==> config.mk <==
export PLATFORM = sky130hd
export DESIGN_NAME = rand_sampler
export DESIGN_NICKNAME = d
export VERILOG_FILES = /design/src/rtl/rand_sampler_pkg.sv /design/src/rtl/rand_fifo.sv /design/src/rtl/rand_sampler.sv
export SDC_FILE = /design/constraint.sdc
export NUM_CORES = 1
export LEC_CHECK = 0
export CORE_AREA = 3 3 208 210
export CTS_CLUSTER_DIAMETER = 150
export DETAILED_ROUTE_END_ITERATION = 10
export DIE_AREA = 0 0 211 213
export GPL_TIMING_DRIVEN = 1
export PLACE_DENSITY = 0.56
export SLEW_MARGIN = 20
export SYNTH_ARGS = -nofsm -noshare
export SYNTH_HDL_FRONTEND = slang
export SYNTH_HIERARCHICAL = 1
export SYNTH_SLANG_ARGS = --single-unit
export TNS_END_PERCENT = 50
==> constraint.sdc <==
create_clock -name clk -period 3.7 [get_ports clk]
set_clock_uncertainty 0.1 [all_clocks]
set_input_delay 0.74 -clock clk [delete_from_list [all_inputs] [get_ports clk]]
set_output_delay 0.74 -clock clk [all_outputs]
set_load 0.005 [all_outputs]
==> src/rtl/rand_sampler_pkg.sv <==
// Shared constants and types for the random-sample reducer and its FIFO.
package rand_sampler_pkg;

    localparam int unsigned DATA_W = 32;

    // A LIMIT of zero leaves the generator output unreduced.
    localparam logic [DATA_W-1:0] RAND_LIMIT_UNBOUNDED = '0;

    typedef enum logic {
        RD_IDLE = 1'b0,
        RD_WAIT = 1'b1
    } rd_state_e;

    typedef struct packed {
        logic [DATA_W-1:0] limit;
        logic [DATA_W-1:0] mask;
    } range_cfg_t;

endpackage

==> src/rtl/rand_fifo.sv <==
// Synchronous sample FIFO with push, pop, flush and occupancy count.
module rand_fifo
    import rand_sampler_pkg::*;
#(
    parameter int unsigned DEPTH = 4,
    localparam int unsigned LVL_W = $clog2(DEPTH) + 1
) (
    input  logic              clk,
    input  logic              rst,
    input  logic              push,
    input  logic              pop,
    input  logic              flush,
    input  logic [DATA_W-1:0] din,
    output logic [DATA_W-1:0] dout,
    output logic [LVL_W-1:0]  level
);

    localparam int unsigned PTR_W = $clog2(DEPTH);

    logic [DATA_W-1:0] mem [DEPTH];
    logic [PTR_W-1:0]  wr_ptr;
    logic [PTR_W-1:0]  rd_ptr;
    logic              full_c;
    logic              empty_c;
    logic              do_pop_c;
    logic              do_push_c;

    // A full FIFO still takes a push when the same edge frees a slot.
    always_comb begin
        full_c    = (level == LVL_W'(DEPTH));
        empty_c   = (level == '0);
        do_pop_c  = pop && !empty_c;
        do_push_c = push && (!full_c || do_pop_c);
    end

    always_ff @(posedge clk) begin
        if (rst) begin
            wr_ptr <= '0;
            rd_ptr <= '0;
            level  <= '0;
        end else if (flush) begin
            wr_ptr <= '0;
            rd_ptr <= '0;
            level  <= '0;
        end else begin
            if (do_push_c) begin
                wr_ptr <= wr_ptr + PTR_W'(1);
            end
            if (do_pop_c) begin
                rd_ptr <= rd_ptr + PTR_W'(1);
            end
            if (do_push_c && !do_pop_c) begin
                level <= level + LVL_W'(1);
            end else if (do_pop_c && !do_push_c) begin
                level <= level - LVL_W'(1);
            end
        end
    end

    always_ff @(posedge clk) begin
        if (do_push_c && !flush && !rst) begin
            mem[wr_ptr] <= din;
        end
    end

    assign dout = mem[rd_ptr];

endmodule

==> src/rtl/rand_sampler.sv <==
// Reduces generator words to [0, LIMIT) by mask-and-reject and serves them
// to the CPU through a read-request / valid handshake.
module rand_sampler
    import rand_sampler_pkg::*;
#(
    parameter int unsigned DEPTH = 4,
    localparam int unsigned LVL_W = $clog2(DEPTH) + 1
) (
    input  logic              clk,
    input  logic              rst,
    input  logic [DATA_W-1:0] rnd_in,
    input  logic              limit_we,
    input  logic [DATA_W-1:0] limit_wdata,
    input  logic              rd_req,
    output logic [DATA_W-1:0] rd_data,
    output logic              rd_valid,
    output logic              busy,
    output logic [LVL_W-1:0]  level
);

    range_cfg_t        cfg_q;
    logic [DATA_W-1:0] mask_d;
    logic [DATA_W-1:0] cand_c;
    logic              accept_c;
    rd_state_e         state_q;
    rd_state_e         state_d;
    logic              pop_c;
    logic [DATA_W-1:0] fifo_dout;

    // Smear the leading one of (limit-1) downwards to get the smallest 2^k-1 cover.
    always_comb begin
        mask_d = limit_wdata - DATA_W'(1);
        for (int unsigned sh = 1; sh < DATA_W; sh = sh << 1) begin
            mask_d = mask_d | (mask_d >> sh);
        end
    end

    always_comb begin
        cand_c   = rnd_in & cfg_q.mask;
        accept_c = (cfg_q.limit == RAND_LIMIT_UNBOUNDED) || (cand_c < cfg_q.limit);
    end

    always_ff @(posedge clk) begin
        if (rst) begin
            cfg_q <= '{limit: RAND_LIMIT_UNBOUNDED, mask: '1};
        end else if (limit_we) begin
            cfg_q <= '{limit: limit_wdata, mask: mask_d};
        end
    end

    // A pending request is served the moment anything lands in the FIFO.
    always_comb begin
        state_d = state_q;
        pop_c   = 1'b0;
        case (state_q)
            RD_IDLE: begin
                if (rd_req) begin
                    if (level != '0) begin
                        pop_c = 1'b1;
                    end else begin
                        state_d = RD_WAIT;
                    end
                end
            end
            RD_WAIT: begin
                if (level != '0) begin
                    pop_c   = 1'b1;
                    state_d = RD_IDLE;
                end
            end
            default: state_d = RD_IDLE;
        endcase
    end

    always_ff @(posedge clk) begin
        if (rst) begin
            state_q  <= RD_IDLE;
            rd_data  <= '0;
            rd_valid <= 1'b0;
        end else begin
            state_q  <= state_d;
            rd_valid <= pop_c;
            if (pop_c) begin
                rd_data <= fifo_dout;
            end
        end
    end

    assign busy = (state_q == RD_WAIT);

    rand_fifo #(
        .DEPTH (DEPTH)
    ) u_fifo (
        .clk   (clk),
        .rst   (rst),
        .push  (accept_c),
        .pop   (pop_c),
        .flush (limit_we),
        .din   (cand_c),
        .dout  (fifo_dout),
        .level (level)
    );

endmodule

==> flow_metrics.py, run 1 <==
metrics = {
    "drt": {
        "drtIter0Drc": 447,
        "first_pass_iters": 5,
        "dr_total_vias": 8155,
        "wirelength_microns": 30600,
        "detail_route.wl_per_cell_microns": 17.4,
        "antenna_left": 0,
        "route.detailed.drc": 0,
        "drt-vias-per-instance": 4.63,
    },
    "synthesis": {
        "avgSynthCellArea_sq_um": 11.3,
        "syn-instance-count": 982,
        "ys_ff_latch": 235,
        "synth_nets": 1089,
        "synth_seq_area_share_pct": 53.8,
        "synth_edf_count": 128,
        "yosysWarningCount": 6,
        "synth_cell_types": 79,
        "ys.flop_type": "edfxtp_1",
        "syn-cell-area_sq_mm": 0.0111,
        "async_flop_share_pct": 0,
    },
    "global_route": {
        "grt.total_usage_pct": 13.6,
        "grt_pass1_vias": 8452,
        "grt_pass1_wl_microns": 48100,
        "antenna_found_initial": 0,
        "grt.overflow.total": 0,
        "grt_max_degree": 87,
    },
    "layout": {
        "area_growth_pct": 33.2,
        "final_cells": 1761,
        "fill_cells": 4069,
        "drive_above_1_share_pct": 24.3,
        "fin_area_sq_mm": 0.0148,
        "antenna_cells": 0,
        "nets": 1311,
    },
    "critical_path": {
        "regToRegSetupSlack_ps": 190,
        "end_kind": "flip-flop",
        "required_ps": 4060,
        "path_class": "in2reg",
        "worstSetupStartpointType": "input pin",
        "cp_data_arrival_time_ps": 3970,
        "r2r-start": "cfg_q[63]",
        "crit_fanout": 2,
        "worstRegToRegCells": 13,
        "r2r-end": "u_fifo/level[2]",
    },
    "place": {
        "io_buffers": 104,
        "dp_hpwl_microns": 23100,
        "dp.cells": 1711,
        "pre_cts_ws_ps": -733,
        "placed_area_sq_mm": 0.0138,
        "gp_congestion": 0.818,
    },
    "power_and_ir_drop": {
        "ir_drop_mv": 0.216,
        "p_int_mw": 4.65,
        "netSwitchingFraction_pct": 24.5,
        "leakage_nw": 5.32,
        "p_switching_mw": 1.51,
        "power_density_mw_per_mm2": 416,
        "p_seq_share_pct": 47.3,
        "pwr-share-clk_pct": 37.2,
        "combPwrFrac_pct": 15.5,
    },
    "timing": {
        "setup_tns_ps": 0,
        "slew_viol_final": 0,
        "hold_viol_final": 0,
        "holdWs_ps": 346,
        "layout_min_cycle_time_ps": 3610,
        "worst_slack_ps": 87.4,
        "timing.final.setup_violations": 0,
        "fmax_ghz": 0.277,
        "fin_crit_sh_pct": 97.6,
        "worst_pin_slew_ps": 908,
        "slew_headroom_pct": 39.4,
        "rsz0062_at_grt": "false",
    },
    "clocking": {
        "numCtsBuffers": 24,
        "clockBufferDepth": 3,
        "cts_hold_buf": 0,
        "cts.sinks": 235,
        "cts_root_buffer": "clkbuf_16",
        "cts_htree_levels": 1,
        "clkTransAtPathRegs_ps": 60,
        "clock_latency_ps": 520,
        "tritoncts": "yes",
    },
    "hold_path": {
        "whs_endpoint": "cfg_q[28]",
        "min_from": "cfg_q[28]",
        "hold_depth": 2,
        "holdCritPathClass": "reg2reg",
    },
    "status": {
        "outcome": "finished, final reports clean",
    },
    "floorplan": {
        "rows": 75,
        "die_w_microns": 211,
        "initial_core_util_pct": 26.7,
        "die_h_microns": 213,
        "coreArea_sq_mm": 0.0418,
        "die_area_sq_mm": 0.0449,
        "ios": 105,
    },
    "job": {
        "cap_violations": 0,
    },
}
[cell type report]
| cell class | instances | area [sq um] | area share [%] |
|---|---|---|---|
| well taps | 539 | 674 | 4.55 |
| clock buffers | 31 | 647 | 4.36 |
| clock inverters | 13 | 104 | 0.701 |
| multi-input cells | 640 | 4930 | 33.3 |
| repair buffers | 256 | 2300 | 15.5 |
| flip-flops and latches | 235 | 5990 | 40.4 |
| inverters | 47 | 176 | 1.19 |
[layer usage]
metal | GRT usage [%] | vias up | part of all wire, %
li1 | - | 4094 | -
met1 | 17.6 | 3888 | 45
met5 | 0 | - | 0
met3 | 2.79 | 30 | 4.9
met2 | 23.3 | 143 | 48
met4 | 3.37 | 0 | 1.6
[worst max path at each step]
| stage | from | endpoint | slack, ps | cells past startpoint |
|---|---|---|---|---|
| finish | rnd_in[14] | u_fifo/level[2] | 90 | 16 |
| global placement | rnd_in[1] | u_fifo/level[2] | -680 | 17 |
| detailed placement | rnd_in[1] | u_fifo/level[2] | -730 | 17 |
| floorplan | rnd_in[9] | u_fifo/level[2] | 1 | 17 |
| global route | rnd_in[25] | u_fifo/level[2] | 8 | 17 |
| CTS | rnd_in[17] | u_fifo/level[2] | 8 | 17 |
[cell usage after synthesis, drive strengths merged, types with 4 or more instances]
cell type | instances | area share [%]
or4 | 9 | 0.67
or3b | 5 | 0.39
nor3 | 26 | 1.2
inv | 46 | 1.6
nor2b | 5 | 0.28
a211oi | 6 | 0.49
a41oi | 4 | 0.31
nand3 | 8 | 0.36
mux2i | 33 | 3.0
edfxtp | 128 | 35
xor2 | 10 | 0.79
a211o | 4 | 0.31
o21ai | 22 | 0.99
and2 | 32 | 1.8
buf | 22 | 1.2
a31oi | 11 | 0.67
clkbuf | 38 | 1.3
mux4 | 32 | 6.5
nand4 | 15 | 0.84
xnor2 | 11 | 0.87
ha | 38 | 4.3
or3 | 13 | 0.73
nor4b | 4 | 0.45
dfxtp | 107 | 19
nand3b | 7 | 0.47
a21oi | 57 | 2.6
or2 | 6 | 0.34
a21o | 8 | 0.56
o31ai | 5 | 0.75
and3 | 9 | 0.54
o32ai | 5 | 0.39
nand2 | 83 | 2.8
nor2 | 94 | 3.2
nor4 | 32 | 2.0
[stage by stage]
step | total power [mW] | utilization (%)
2_1_floorplan | 3.43 | -
3_3_place_gp | 3.87 | 33.1
3_5_place_dp | 3.89 | 33.1
4_1_cts | 6.20 | 35.0
5_1_grt | 6.45 | 35.5
6_report | 6.16 | 35.5
[logic make-up after synthesis]
group / share of synthesized area [%]
xor gates and xnor gates: 1.65
adders and majority gates: 4.45
muxes: 9.44
buffers and inverters: 4.06
AOI/OAI and AO/OA: 9.40
and+or+nand+nor: 17.2
DFF: 53.8
[registers in the layout (all words and copies together), names as in the netlist, named ones only]
name and flops:
u_fifo/wr_ptr 2, cfg_q 64, busy 1, u_fifo/level 3, rd_data 32, u_fifo/mem 128
u_fifo/rd_ptr 2, rd_valid 1
[placed cells by master, fill, tap and decap left out, drive strengths merged, types with 5 or more instances in the layout]
cell type      instances
o32ai                  5
nand4                 15
or3b                   5
ha                    38
a21oi                 57
or2                    6
clkinv                12
nor4                  32
a21o                   8
nor2b                  5
dfxtp                107
xnor2                 11
nor2                  94
nand3                  8
and2                  32
a31oi                 11
buf                  154
xor2                  10
and3                   9
a211oi                 6
o21ai                 22
or4                    9
edfxtp               128
mux4                  32
clkdlybuf4s50         89
nand3b                 7
clkbuf                31
mux2i                 33
inv                   46
or3                   13
nand2                 83
dlymetal6s2s          12
nor3                  26
o31ai                  5
[power by group through the flow]
stage / clock, mW / combinational (mW) / sequential [mW]
3_5_place_dp: 0 / 0.916 / 2.97
4_1_cts: 2.36 / 0.925 / 2.92
2_1_floorplan: 0 / 0.468 / 2.96
5_1_grt: 2.46 / 1.06 / 2.93
6_report: 2.29 / 0.953 / 2.92
3_3_place_gp: 0 / 0.899 / 2.97
[repair_timing]
item	4_1_cts	5_1_grt
endpoints found under the setup margin	1	2
hold endpoints to repair	0	0
pin swaps	11	21
resized for setup	7	46
buffers inserted	1	5
cloned	0	0
[critical path, stage by stage]
cell	delay, ps
clkdlybuf4s50_1	490
and2_1	230
ha_1	290
nand4_1	120
nor3_1	80
o41ai_2	50
buf_4	180
a31oi_4	90
a311oi_2	310
and2_4	210
ha_4	120
inv_2	40
fa_2	340
xor2_2	190
or3_4	360
a21oi_2	130
Note: power is estimated with default switching activity, not from simulation.
==> inputs of run 2 (changes only) <==
--- a/config.mk
+++ b/config.mk
@@ -5,10 +5,11 @@
 export SDC_FILE = /design/constraint.sdc
 export NUM_CORES = 1
 export LEC_CHECK = 0
-export CORE_AREA = 3 3 208 210
+export CAP_MARGIN = 20
+export CORE_AREA = 2 2 207 209
 export CTS_CLUSTER_DIAMETER = 150
 export DETAILED_ROUTE_END_ITERATION = 10
-export DIE_AREA = 0 0 211 213
+export DIE_AREA = 0 0 209 211
 export GPL_TIMING_DRIVEN = 1
 export PLACE_DENSITY = 0.56
 export SLEW_MARGIN = 20
==> constraint.sdc (replaced) <==
create_clock -name clk -period 3.7 [get_ports clk]
set_clock_uncertainty 0.1 [all_clocks]
set_input_delay 0.74 -clock clk [delete_from_list [all_inputs] [get_ports clk]]
set_output_delay 0.74 -clock clk [all_outputs]
set_load 0.1 [all_outputs]
==> run 2 against run 1 <==
The run now ends with negative setup slack left. First-iteration DRC count decreased by 2.2%. Core utilization increased by 0.075 points. Clock power increased by 2%. Non-clock buffer count increased by 5. Via count grew 2.1%. Cell count grew 0.28%. Design area grew 0.21%. Fmax down 2.6%. Total power grew 6.7%. Sequential share of layout area is 0.085 points lower. Wire length up 0.88%. Critical path depth stayed put.
==> flow_metrics.py, run 2 (synthesis gave the netlist of run 1 again) <==
metrics = {
    "timing": {
        "fmax_ghz": 0.270,
        "hold_viol_final": 0,
        "fin_crit_sh_pct": 100,
        "timing.final.setup_violations": 1,
        "layout_min_cycle_time_ps": 3710,
        "slew_viol_final": 0,
        "worst_slack_ps": -8.02,
        "worst_pin_slew_ps": 989,
        "slew_headroom_pct": 33.9,
    },
    "critical_path": {
        "required_ps": 4040,
        "worstSetupStartpointType": "input pin",
        "crit_fanout": 2,
        "end_kind": "flip-flop",
        "path_class": "in2reg",
        "cp_data_arrival_time_ps": 4050,
    },
    "floorplan": {
        "initial_core_util_pct": 26.7,
        "die_w_microns": 209,
        "rows": 75,
        "die_h_microns": 211,
        "ios": 105,
        "die_area_sq_mm": 0.0441,
        "coreArea_sq_mm": 0.0418,
    },
    "job": {
        "cap_violations": 0,
    },
    "clocking": {
        "cts_hold_buf": 0,
        "clkTransAtPathRegs_ps": 60,
        "cts_root_buffer": "clkbuf_16",
        "cts_htree_levels": 1,
        "tritoncts": "yes",
        "clockBufferDepth": 3,
        "clock_latency_ps": 510,
        "numCtsBuffers": 24,
        "cts.sinks": 235,
    },
    "layout": {
        "area_growth_pct": 33.4,
        "nets": 1316,
        "utilization_pct": 35.6,
        "layout_common_cells": "154 x buf_4, 128 x edfxtp_1, 105 x dfxtp_1, 94 x nor2_1, 91 x clkdlybuf4s50_1",
        "largest_reg_flops": 128,
        "regMostFlops": "u_fifo/mem",
        "drive_above_1_share_pct": 25.0,
        "fin_area_sq_mm": 0.0149,
        "fill_cells": 4106,
        "final_common_cell": "buf_4",
        "final_cells": 1766,
        "top_regs": "u_fifo/mem (128), cfg_q (64), rd_data (32)",
        "antenna_cells": 0,
    },
    "drt": {
        "antenna_left": 0,
        "drtIter0Drc": 437,
        "route.detailed.drc": 0,
        "wirelength_microns": 30800,
        "first_pass_iters": 4,
        "drt-vias-per-instance": 4.72,
        "dr_total_vias": 8330,
        "detail_route.wl_per_cell_microns": 17.5,
    },
    "global_route": {
        "grt_max_degree": 57,
        "grt_pass1_wl_microns": 47600,
        "antenna_found_initial": 0,
        "grt.total_usage_pct": 13.7,
        "grt_pass1_vias": 8428,
        "grt.overflow.total": 0,
    },
    "status": {
        "violations": "negative setup slack",
        "outcome": "finished with violations",
    },
    "power_and_ir_drop": {
        "leakage_nw": 5.30,
        "power_density_mw_per_mm2": 443,
        "ir_drop_mv": 0.263,
        "report.power.total_mw": 6.58,
    },
    "place": {
        "io_buffers": 104,
        "dp.cells": 1717,
        "dp_hpwl_microns": 23100,
        "gp_congestion": 0.802,
        "placed_area_sq_mm": 0.0138,
    },
    "hold_path": {
        "holdCritPathClass": "reg2reg",
    },
}
run 2: layer usage:
| layer | part of all wire (%) | vias to the layer above | track usage, % |
|---|---|---|---|
| li1 | - | 4098 | - |
| met1 | 45 | 4035 | 17.6 |
| met2 | 47 | 156 | 23.2 |
| met3 | 4.8 | 41 | 2.66 |
| met4 | 2.8 | 0 | 4.36 |
| met5 | 0 | - | 0 |
run 2: power by group:
| part | switching [mW] | internal [mW] | leakage, nW |
|---|---|---|---|
| sequential | 0.0673 | 2.86 | 2.03 |
| clock | 0.971 | 1.37 | 0.373 |
| combinational | 0.831 | 0.482 | 2.90 |
run 2: what timing repair did:
item                                    CTS  global route
gates resized for setup                   4            45
endpoints found under the setup margin    1             1
buffers inserted                          1             4
cloned                                    0             0
pin swaps                                 4            29
run 2: final timing paths:
check,from,end,slack [ps],depth (start not counted)
worst max-delay path,rnd_in[2],u_fifo/level[2],-8,16
worst min register to register,cfg_q[28],cfg_q[28],350,2
worst max register to register,cfg_q[1],u_fifo/level[2],80,16
worst min-delay path,cfg_q[28],cfg_q[28],350,2
run 2: cell type report:
type | count | area (sq um) | share of cell area [%]
clock buffer | 36 | 697 | 4.69
clock inverter | 8 | 70.1 | 0.472
inverter | 47 | 176 | 1.19
multi-input combinational | 640 | 4960 | 33.4
sequential | 235 | 5990 | 40.3
tap | 539 | 674 | 4.54
timing repair buffer | 261 | 2290 | 15.4
run 2: stage by stage:
| step | setup TNS, ps | hold WS [ps] | worst slack [ps] |
|---|---|---|---|
| floorplan | 0 | 325 | 15.8 |
| global placement | -52780 | 345 | -655 |
| detailed placement | -57940 | 340 | -677 |
| CTS | 0 | 351 | 8.83 |
| global route | -59.1 | 380 | -59.1 |
| finish | -8.02 | 346 | -8.02 |
run 2: worst max-delay path, stage by stage:
cell and delay (ps):
clkdlybuf4s50_1 480, and2_4 160, ha_4 200, o21ai_2 80
a21oi_2 90, o41ai_2 330, buf_4 180, a31oi_4 90
a311oi_2 260, and2_4 210, ha_4 120, inv_2 40
fa_2 370, xor2_2 190, or3_1 340, a21oi_1 150
==> inputs of run 3 (changes only) <==
==> constraint.sdc (replaced) <==
create_clock -name clk -period 3.3 [get_ports clk]
set_clock_uncertainty 0.1 [all_clocks]
set_input_delay 0.66 -clock clk [delete_from_list [all_inputs] [get_ports clk]]
set_output_delay 0.66 -clock clk [all_outputs]
set_load 0.1 [all_outputs]
==> run 3 against run 2 <==
The run still ends with negative setup slack left. Clock power increased by 11%. Combinational power grew 14%. Flip-flop and latch count is the same. Cell count is 2.9% higher. Sequential share of layout area is 1.3 points lower. Sequential power is 12% higher.
==> flow_metrics.py, run 3 (synthesis gave the netlist of run 1 again) <==
metrics = {
    "critical_path": {
        "slowest_stage": "clkdlybuf4s50_1",
        "cp_data_arrival_time_ps": 3730,
        "critical_path.top_delay_family": "simple AND/OR/NAND/NOR gates",
        "worstRegToRegCells": 16,
        "end_kind": "flip-flop",
        "crit_fanout": 2,
        "max_stage_delay_ps": 480,
        "required_ps": 3640,
        "path_cells": "clkdlybuf4s50_1 > and2_4 > ha_1 > nand4_1 > nor3_1 > o41ai_2 > buf_4 > a31oi_4 > a311oi_2 > and2_4 > ha_4 > inv_2 > fa_2 > xor2_1 > or3_1 > a21oi_2",
        "path_class": "in2reg",
        "worstSetupStartpointType": "input pin",
        "startpoint": "rnd_in[12]",
        "crit_top_cell": "and2_4",
        "r2r-end": "u_fifo/level[2]",
        "path_buf_inv": 3,
        "r2r-start": "cfg_q[9]",
        "regToRegSetupSlack_ps": -20,
    },
    "layout": {
        "nets": 1364,
        "area_growth_pct": 37.9,
        "layout_common_cells": "228 x buf_4, 128 x edfxtp_1, 101 x dfxtp_1, 94 x nor2_1, 83 x nand2_1",
        "regMostFlops": "u_fifo/mem",
        "drive_above_1_share_pct": 31.7,
        "top_regs": "u_fifo/mem (128), cfg_q (64), rd_data (32)",
        "final_cells": 1817,
        "final_common_cell": "buf_4",
        "fill_cells": 4083,
        "largest_reg_flops": 128,
    },
    "clocking": {
        "cts_hold_buf": 0,
        "clkTransAtPathRegs_ps": 60,
        "cts_root_buffer": "clkbuf_16",
        "clock_latency_ps": 510,
        "numCtsBuffers": 23,
        "clockBufferDepth": 3,
        "cts_htree_levels": 1,
        "cts.sinks": 235,
        "tritoncts": "yes",
    },
    "drt": {
        "first_pass_iters": 4,
        "wirelength_microns": 31000,
        "detail_route.wl_per_cell_microns": 17.0,
        "dr_total_vias": 8437,
        "drtIter0Drc": 395,
        "antenna_left": 0,
        "drt-vias-per-instance": 4.64,
        "route.detailed.drc": 0,
    },
    "place": {
        "gp_congestion": 0.833,
        "dp.cells": 1762,
        "pre_cts_ws_ps": -816,
        "dp_hpwl_microns": 23300,
        "io_buffers": 104,
    },
    "timing": {
        "hold_viol_final": 0,
        "slew_headroom_pct": 56.1,
        "fmax_ghz": 0.295,
        "fin_crit_sh_pct": 103,
        "timing.final.setup_violations": 1,
        "slew_viol_final": 0,
        "layout_min_cycle_time_ps": 3390,
        "holdWs_ps": 357,
        "worst_slack_ps": -90.4,
        "worst_pin_slew_ps": 659,
        "rsz0062_at_grt": "true",
        "setup_tns_ps": -90.4,
    },
    "global_route": {
        "antenna_found_initial": 5,
        "grt_max_degree": 46,
        "grt_pass1_wl_microns": 48400,
        "grt.overflow.total": 0,
        "grt_pass1_vias": 8625,
        "grt.total_usage_pct": 13.9,
    },
    "power_and_ir_drop": {
        "power_density_mw_per_mm2": 479,
        "leakage_nw": 5.73,
        "ir_drop_mv": 0.287,
        "report.power.total_mw": 7.36,
    },
    "hold_path": {
        "whs_endpoint": "rd_data[20]",
        "hold_depth": 2,
        "holdCritPathClass": "reg2reg",
        "min_from": "rd_data[20]",
    },
    "job": {
        "cap_violations": 0,
    },
    "floorplan": {
        "die_area_sq_mm": 0.0441,
        "die_w_microns": 209,
        "ios": 105,
        "initial_core_util_pct": 26.7,
        "coreArea_sq_mm": 0.0418,
        "die_h_microns": 211,
        "rows": 75,
    },
    "status": {
        "outcome": "finished with violations",
        "violations": "negative setup slack",
    },
}
run 3: cell count changes in the layout (fill, tap and decap cells not counted), moves of 4 or more:
cell             before  now
buf_12                6   13
buf_4               154  228
clkbuf_1              8    3
clkdlybuf4s50_1      91   37
clkinv_1              1    9
dfxtp_1             105  101
dfxtp_2               2    6
diode_2               0    4
dlygate4sd2_1         1   11
dlymetal6s2s_1        7   16
nor4_1               29   22
nor4_2                2    6
run 3: how the worst max path moves through the flow:
stage	end	cells after the start	slack, ps
2_1_floorplan	u_fifo/level[2]	17	-250
3_3_place_gp	u_fifo/level[2]	17	-840
3_5_place_dp	u_fifo/level[2]	17	-820
4_1_cts	u_fifo/level[2]	16	-190
5_1_grt	u_fifo/level[2]	16	-170
6_report	u_fifo/level[2]	16	-90
run 3: power breakdown:
group	leakage [nW]	switching, mW	internal [mW]
clock	0.358	1.08	1.51
combinational	3.34	0.946	0.546
sequential	2.03	0.0684	3.20
total	5.73	2.10	5.26
run 3: tightest hold or removal path: stages, from the launching register on:
cell     delay (ps)
dfxtp_1         310
nand2_1          50
a21oi_1          50
run 3: per-layer routing:
layer	share of wire [%]	GRT usage [%]	vias to the layer above	routed length (microns)
met3	3.6	2.22	40	1110
met1	45	17.5	4078	13800
met2	50	24.8	121	15400
met4	2.0	3.72	2	611
li1	-	-	4196	-
met5	0.036	0	-	11
run 3: cell type report:
type | instances | area [sq um] | share of cell area [%]
Multi-Input combinational cell | 640 | 5080 | 33.1
Inverter | 47 | 176 | 1.15
Clock buffer | 26 | 587 | 3.82
Sequential cell | 235 | 5990 | 39.1
Clock inverter | 16 | 151 | 0.986
Antenna cell | 4 | 10.0 | 0.0652
Tap cell | 539 | 674 | 4.39
Timing Repair Buffer | 310 | 2680 | 17.4
run 3: stage by stage:
stage | utilization, % | area [sq um]
after floorplan | - | 11200
after global placement | 34.0 | 14200
after detailed placement | 34.0 | 14200
after CTS | 36.1 | 15100
after global routing | 36.7 | 15300
final | 36.8 | 15300
run 3: repair_timing:
action / 4_1_cts / 5_1_grt
setup endpoints to repair: 146 / 159
gates resized for setup: 42 / 50
pin swaps: 25 / 37
setup buffers: 4 / 5
